## config.mk

```make
export PLATFORM = sky130hd
export DESIGN_NAME = int_ctrl
export DESIGN_NICKNAME = d
export VERILOG_FILES = /design/src/rtl/int_ctrl_pkg.sv /design/src/rtl/int_ctrl_irq_edge_latch.sv /design/src/rtl/int_ctrl.sv
export SDC_FILE = /design/constraint.sdc
export NUM_CORES = 1
export LEC_CHECK = 0
export ABC_CLOCK_PERIOD_IN_PS = 6400
export CELL_PAD_IN_SITES_DETAIL_PLACEMENT = 0
export CELL_PAD_IN_SITES_GLOBAL_PLACEMENT = 2
export CORE_ASPECT_RATIO = 2
export CORE_MARGIN = 5
export CORE_UTILIZATION = 21
export CTS_CLUSTER_DIAMETER = 80
export DETAILED_ROUTE_END_ITERATION = 16
export PLACE_DENSITY = 0.89
export SETUP_SLACK_MARGIN = 0.5
export SLEW_MARGIN = 40
export SYNTH_ARGS = -nofsm -noshare
export SYNTH_HDL_FRONTEND = slang
export SYNTH_HIERARCHICAL = 1
export SYNTH_SLANG_ARGS = --single-unit
```

## constraint.sdc

```tcl
create_clock -name clk -period 6.4 [get_ports clk]
set_clock_uncertainty 0.05 [all_clocks]
set_input_delay 1.6 -clock clk [delete_from_list [all_inputs] [get_ports clk]]
set_output_delay 1.6 -clock clk [all_outputs]
set_load 0.005 [all_outputs]
```

## src/rtl/int_ctrl_pkg.sv

```systemverilog
// Shared CP0 definitions for the interrupt sequencer: register numbers,
// FSM state encodings, default handler vectors and the priority pick.
package int_ctrl_pkg;

   localparam logic [4:0] CP0_EPC     = 5'h0e;
   localparam logic [4:0] CP0_DISABLE = 5'h16;
   localparam logic [4:0] CP0_MASK    = 5'h17;
   localparam logic [4:0] CP0_PENDING = 5'h18;
   localparam logic [4:0] CP0_CNT0    = 5'h19;
   localparam logic [4:0] CP0_CNT1    = 5'h1a;
   localparam logic [4:0] CP0_CNT2    = 5'h1b;

   localparam logic [1:0] ST_IDLE    = 2'd0;
   localparam logic [1:0] ST_DEFER   = 2'd1;
   localparam logic [1:0] ST_SERVICE = 2'd2;

   localparam logic [31:0] VEC0_DEF = 32'h0000_0800;
   localparam logic [31:0] VEC1_DEF = 32'h0000_0600;
   localparam logic [31:0] VEC2_DEF = 32'h0000_0400;

   // Highest-numbered eligible line wins; returns 0 when nothing is eligible.
   function automatic logic [1:0] irq_select(input logic [2:0] eligible);
      if (eligible[2])
         return 2'd2;
      else if (eligible[1])
         return 2'd1;
      else
         return 2'd0;
   endfunction

endpackage

```

## src/rtl/int_ctrl_irq_edge_latch.sv

```systemverilog
// Rising-edge detector with a sticky pending bit per request line.
// A new edge in the same cycle as a clear keeps the bit set.
module irq_edge_latch #(
   parameter int W = 3
) (
   input  logic         clk,
   input  logic         rst,
   input  logic [W-1:0] irq_in,
   input  logic [W-1:0] clr,
   output logic [W-1:0] pending
);

   logic [W-1:0] irq_prev;

   // Remember last sample and accumulate new rising edges.
   always_ff @(posedge clk) begin
      if (rst) begin
         irq_prev <= '0;
         pending  <= '0;
      end else begin
         irq_prev <= irq_in;
         pending  <= (pending & ~clr) | (irq_in & ~irq_prev);
      end
   end

endmodule

```

## src/rtl/int_ctrl.sv

```systemverilog
// Interrupt sequencer and CP0 register file for the 5-stage pipeline.
// Optional build macro INT_STATS_EN adds per-line 16-bit take counters
// at CP0 0x19..0x1b (mtc0 to one of them clears it).
//
// state      | meaning
// -----------+-----------------------------------------------------
// ST_IDLE    | nothing eligible, or the take cycle is being chosen
// ST_DEFER   | eligible request waiting for an unblocked ID slot
// ST_SERVICE | handler running, left on an accepted eret
module int_ctrl
   import int_ctrl_pkg::*;
#(
   parameter logic [31:0] VEC0 = VEC0_DEF,
   parameter logic [31:0] VEC1 = VEC1_DEF,
   parameter logic [31:0] VEC2 = VEC2_DEF
) (
   input  logic        clk,
   input  logic        rst,
   input  logic [2:0]  irq_in,
   input  logic        pause_id,
   input  logic        pc_change_id,
   input  logic [31:0] pc_next_id,
   input  logic        ctr_eret_id,
   input  logic        ctr_mtc0_id,
   input  logic [4:0]  cp0_addr,
   input  logic [31:0] cp0_wdata,
   output logic [31:0] cp0_rdata,
   output logic        take_int,
   output logic        pc_redirect,
   output logic [31:0] pc_target,
   output logic [31:0] epc,
   output logic        int_disable,
   output logic [2:0]  int_mask,
   output logic [2:0]  int_pending
);

   logic [1:0]  state, state_nxt;
   logic [2:0]  eligible, clr;
   logic [1:0]  sel;
   logic        blocked, eret_ok, mtc0_ok, take;
   logic [31:0] vec_sel;

   irq_edge_latch #(.W(3)) u_edge_latch (
      .clk     (clk),
      .rst     (rst),
      .irq_in  (irq_in),
      .clr     (clr),
      .pending (int_pending)
   );

   // Take decision and redirect; an accepted eret always beats a take.
   always_comb begin
      eligible = int_pending & int_mask & {3{~int_disable}};
      sel      = irq_select(eligible);
      blocked  = pause_id | pc_change_id | ctr_eret_id;
      eret_ok  = ctr_eret_id & ~pause_id;
      mtc0_ok  = ctr_mtc0_id & ~pause_id;
      take     = ~rst & (eligible != 3'b000) & ~blocked & ~eret_ok;
      clr      = take ? (3'b001 << sel) : 3'b000;
      case (sel)
         2'd2:    vec_sel = VEC2;
         2'd1:    vec_sel = VEC1;
         default: vec_sel = VEC0;
      endcase
      take_int    = take;
      pc_redirect = ~rst & (take | eret_ok);
      pc_target   = '0;
      if (!rst) begin
         if (eret_ok)
            pc_target = epc;
         else if (take)
            pc_target = vec_sel;
      end
   end

   // Sequencer next state.
   always_comb begin
      state_nxt = state;
      if (take) begin
         state_nxt = ST_SERVICE;
      end else begin
         case (state)
            ST_SERVICE: if (eret_ok) state_nxt = ST_IDLE;
            default:    state_nxt = (eligible != 3'b000) ? ST_DEFER : ST_IDLE;
         endcase
      end
   end

   // State and CP0 registers; take updates override a same-cycle mtc0.
   always_ff @(posedge clk) begin
      if (rst) begin
         state       <= ST_IDLE;
         epc         <= '0;
         int_disable <= 1'b0;
         int_mask    <= 3'b000;
      end else begin
         state <= state_nxt;
         if (take)
            epc <= pc_next_id;
         else if (mtc0_ok && cp0_addr == CP0_EPC)
            epc <= cp0_wdata;
         if (take)
            int_disable <= 1'b1;
         else if (eret_ok)
            int_disable <= 1'b0;
         else if (mtc0_ok && cp0_addr == CP0_DISABLE)
            int_disable <= cp0_wdata[0];
         if (mtc0_ok && cp0_addr == CP0_MASK)
            int_mask <= cp0_wdata[2:0];
      end
   end

`ifdef INT_STATS_EN
   logic [15:0] irq_cnt [3];

   // Per-line take counters; a take of the same line beats an mtc0 clear.
   always_ff @(posedge clk) begin
      if (rst) begin
         for (int i = 0; i < 3; i++) irq_cnt[i] <= '0;
      end else begin
         for (int i = 0; i < 3; i++) begin
            if (take && sel == 2'(i))
               irq_cnt[i] <= irq_cnt[i] + 16'd1;
            else if (mtc0_ok && cp0_addr == CP0_CNT0 + 5'(i))
               irq_cnt[i] <= '0;
         end
      end
   end
`endif

   // mfc0 read mux.
   always_comb begin
      cp0_rdata = '0;
      case (cp0_addr)
         CP0_EPC:     cp0_rdata = epc;
         CP0_DISABLE: cp0_rdata = {31'b0, int_disable};
         CP0_MASK:    cp0_rdata = {29'b0, int_mask};
         CP0_PENDING: cp0_rdata = {29'b0, int_pending};
`ifdef INT_STATS_EN
         CP0_CNT0:    cp0_rdata = {16'b0, irq_cnt[0]};
         CP0_CNT1:    cp0_rdata = {16'b0, irq_cnt[1]};
         CP0_CNT2:    cp0_rdata = {16'b0, irq_cnt[2]};
`endif
         default:     cp0_rdata = '0;
      endcase
   end

endmodule
```

==> reports/qor.txt <==
Worst slack, placed: 0.8585 ns
Crit-path max FO: 34
First-pass iteration count of the detailed router: 4
Worst-Skew Late Latency: 0.29 ns
DRC viols: 0
Slew @ Worst Pin: 0.6907 ns
Setup crit end: pc_target[9]
R2R Path End: epc[18]
Critical path class: input pin to primary output
Commonest non-fill, non-tap cell in the layout: clkdlybuf4s50_1
CTS clk-pin slew, worst paths: 0.06 ns
Worst Path Required: 4.75 ns
Layout area overhead: 77.59%
Most frequent cells in the layout: 181 x clkdlybuf4s50_1, 58 x and2_1, 42 x dfxtp_1
Max Root-Sink Buffers: 2
Yosys Warn Count: 6
Max_cap viols: 0
Top_reg_cell synth: dfxtp_1
Initial drt markers: 93
Synth unique cells: 35
Reg2reg path depth: 5
Vias/cell: 4.596
Worst slew margin relative to its limit: 53.95%
Worst EP arrival: 3.88 ns
Final nets: 535
Critical R2R Launch: int_disable
Setup TNS: 0 ns
Row cnt: 58
Post-CTS Resized: 0
Reg2reg setup slack: 4.44 ns
Synthesized cell area: 2696 µm²
Post-route ant nets: 0
Final Slew Violations: 0
Die Wd: 90.13 µm
Hold Vio Cnt, Final: 0
WL per Instance: 18.11 µm
Tot Pwr: 0.6496 mW
Total track usage: 13.75%
H-tree depth: 2
Power Density: 135.7 nW/µm²
CTS tree: built
Synthesized instance count: 285
Root Buffer: clkbuf_16
Peak Freq: 180.9 MHz
RSZ-0062 raised after global routing: false
Tmin final: 5.529 ns
Largest net degree at the start of global routing: 49
Syn nets: 363
IO Port Bufs: 182
Hold_ws: 0.4399 ns
Die Y: 170.2 µm
Ports: 183
Vias in the first global route: 2983
Hold crit path type: flip-flop to flip-flop
Final wirelength: 11030 µm
Total die area: 15340 µm²
Starting Density: 21.35%
Final setup violation count: 0
Hold path start: u_edge_latch/irq_prev[0]
Fin worst setup slack: 0.8711 ns
Peak supply drop: 115.5 µV
Status: completed
Postcts setup bufs: 0
CTS sink count: 42
TritonCTS Buffers: 5
Yosys reg bits: 42
EDFF count, synth: 0
Core ar.: 12630 µm²
Via count: 2799
Async SR Flop Fraction: 0%
Sequential share of the synthesized area: 31.18%
Hold_buf cts: 0
Critical path origin: ctr_eret_id
GR Overflow Total: 0
First-pass GRT wire length: 16620 µm
Layout cells sized above 1: 12.25%
Hpwl dp: 8593 µm
Initial antenna violation count: 2
Static leakage power: 1.583 nW
Crit end category: primary output
GPL Wtd Cong: 0.8062
CP Launch Type: input pin
Crit share post-route: 86.39%
Avg Cell Area, Syn: 9.461 µm²
[how the worst min path moves through the flow]
stage                                          to  depth (start not counted)
after detailed placement  u_edge_latch/pending[2]                          2
after global routing      u_edge_latch/pending[1]                          2
final                     u_edge_latch/pending[0]                          2
after floorplan           u_edge_latch/pending[0]                          2
after global placement    u_edge_latch/pending[0]                          2
after CTS                 u_edge_latch/pending[0]                          2
[worst max-delay path, cell delays in order]
cell and delay (ns):
clkdlybuf4s50_1 0.47, or4_1 0.55, buf_4 0.28, nor4b_2 0.31, a21oi_1 0.07, nor2_1 0.09
clkdlybuf4s50_1 0.51
[logic make-up (layout without fill, tap and decap cells)]
group	after synthesis	after routing	share of synthesized area, %
simple gates	133	133	28.77
compound gates	47	47	20.79
flops	42	42	31.18
mux	35	35	12.99
buf+inv	28	200	6.264
other cells	0	2	0
[where the power goes]
part | switching, mW | internal [mW] | leakage [nW] | total (mW)
combinational | 0.0304 | 0.0551 | 1.16 | 0.0855
sequential | 0.00430 | 0.265 | 0.340 | 0.269
clock | 0.102 | 0.193 | 0.0830 | 0.295
[cell usage after synthesis, types with 2 or more instances]
master | instances | area share [%]
and2_1 | 58 | 13
dfxtp_1 | 42 | 31
nor2_1 | 42 | 5.8
mux2i_1 | 35 | 13
a221oi_2 | 27 | 15
clkbuf_1 | 13 | 1.8
nand2_1 | 7 | 0.97
a221oi_1 | 5 | 1.6
a21oi_1 | 4 | 0.74
a22oi_1 | 4 | 1.1
buf_6 | 4 | 1.7
inv_1 | 4 | 0.56
nand2b_1 | 4 | 0.93
nand2b_4 | 4 | 2.0
nor2b_1 | 4 | 0.93
nor3_1 | 3 | 0.56
a21oi_2 | 2 | 0.65
a222oi_1 | 2 | 0.74
buf_1 | 2 | 0.28
buf_2 | 2 | 0.37
clkbuf_8 | 2 | 1.0
nand3b_1 | 2 | 0.56
[through the flow]
step           util, %  instances  cell area (µm²)
2_1_floorplan        -        285             2696
5_1_grt          37.92        609             4788
3_5_place_dp     36.54        600             4614
3_3_place_gp     36.54        600             4614
4_1_cts          37.88        607             4783
6_report         37.92        609             4788
[flip-flops by register name, indices dropped and copies added, names as in the netlist]
signal,count
int_mask,3
u_edge_latch/irq_prev,3
u_edge_latch/pending,3
epc,32
int_disable,1
[layer usage]
metal,wire (µm),vias to the layer above,GRT usage [%]
met4,420,0,7.388
met1,3627,1320,12.71
met2,6552,97,28.00
li1,-,1365,-
met5,0,-,0
met3,426,17,1.946
[area by class of cell]
cell class	instances	area [µm²]
Fill cell	1329	7839
Timing Repair Buffer	189	1869
Multi-Input combinational cell	215	1702
Sequential cell	42	840.8
Tap cell	150	187.7
Clock buffer	6	138.9
Clock inverter	1	30.03
Inverter	4	15.01
Antenna cell	2	5.005
Note: power is estimated with default switching activity, not from simulation.
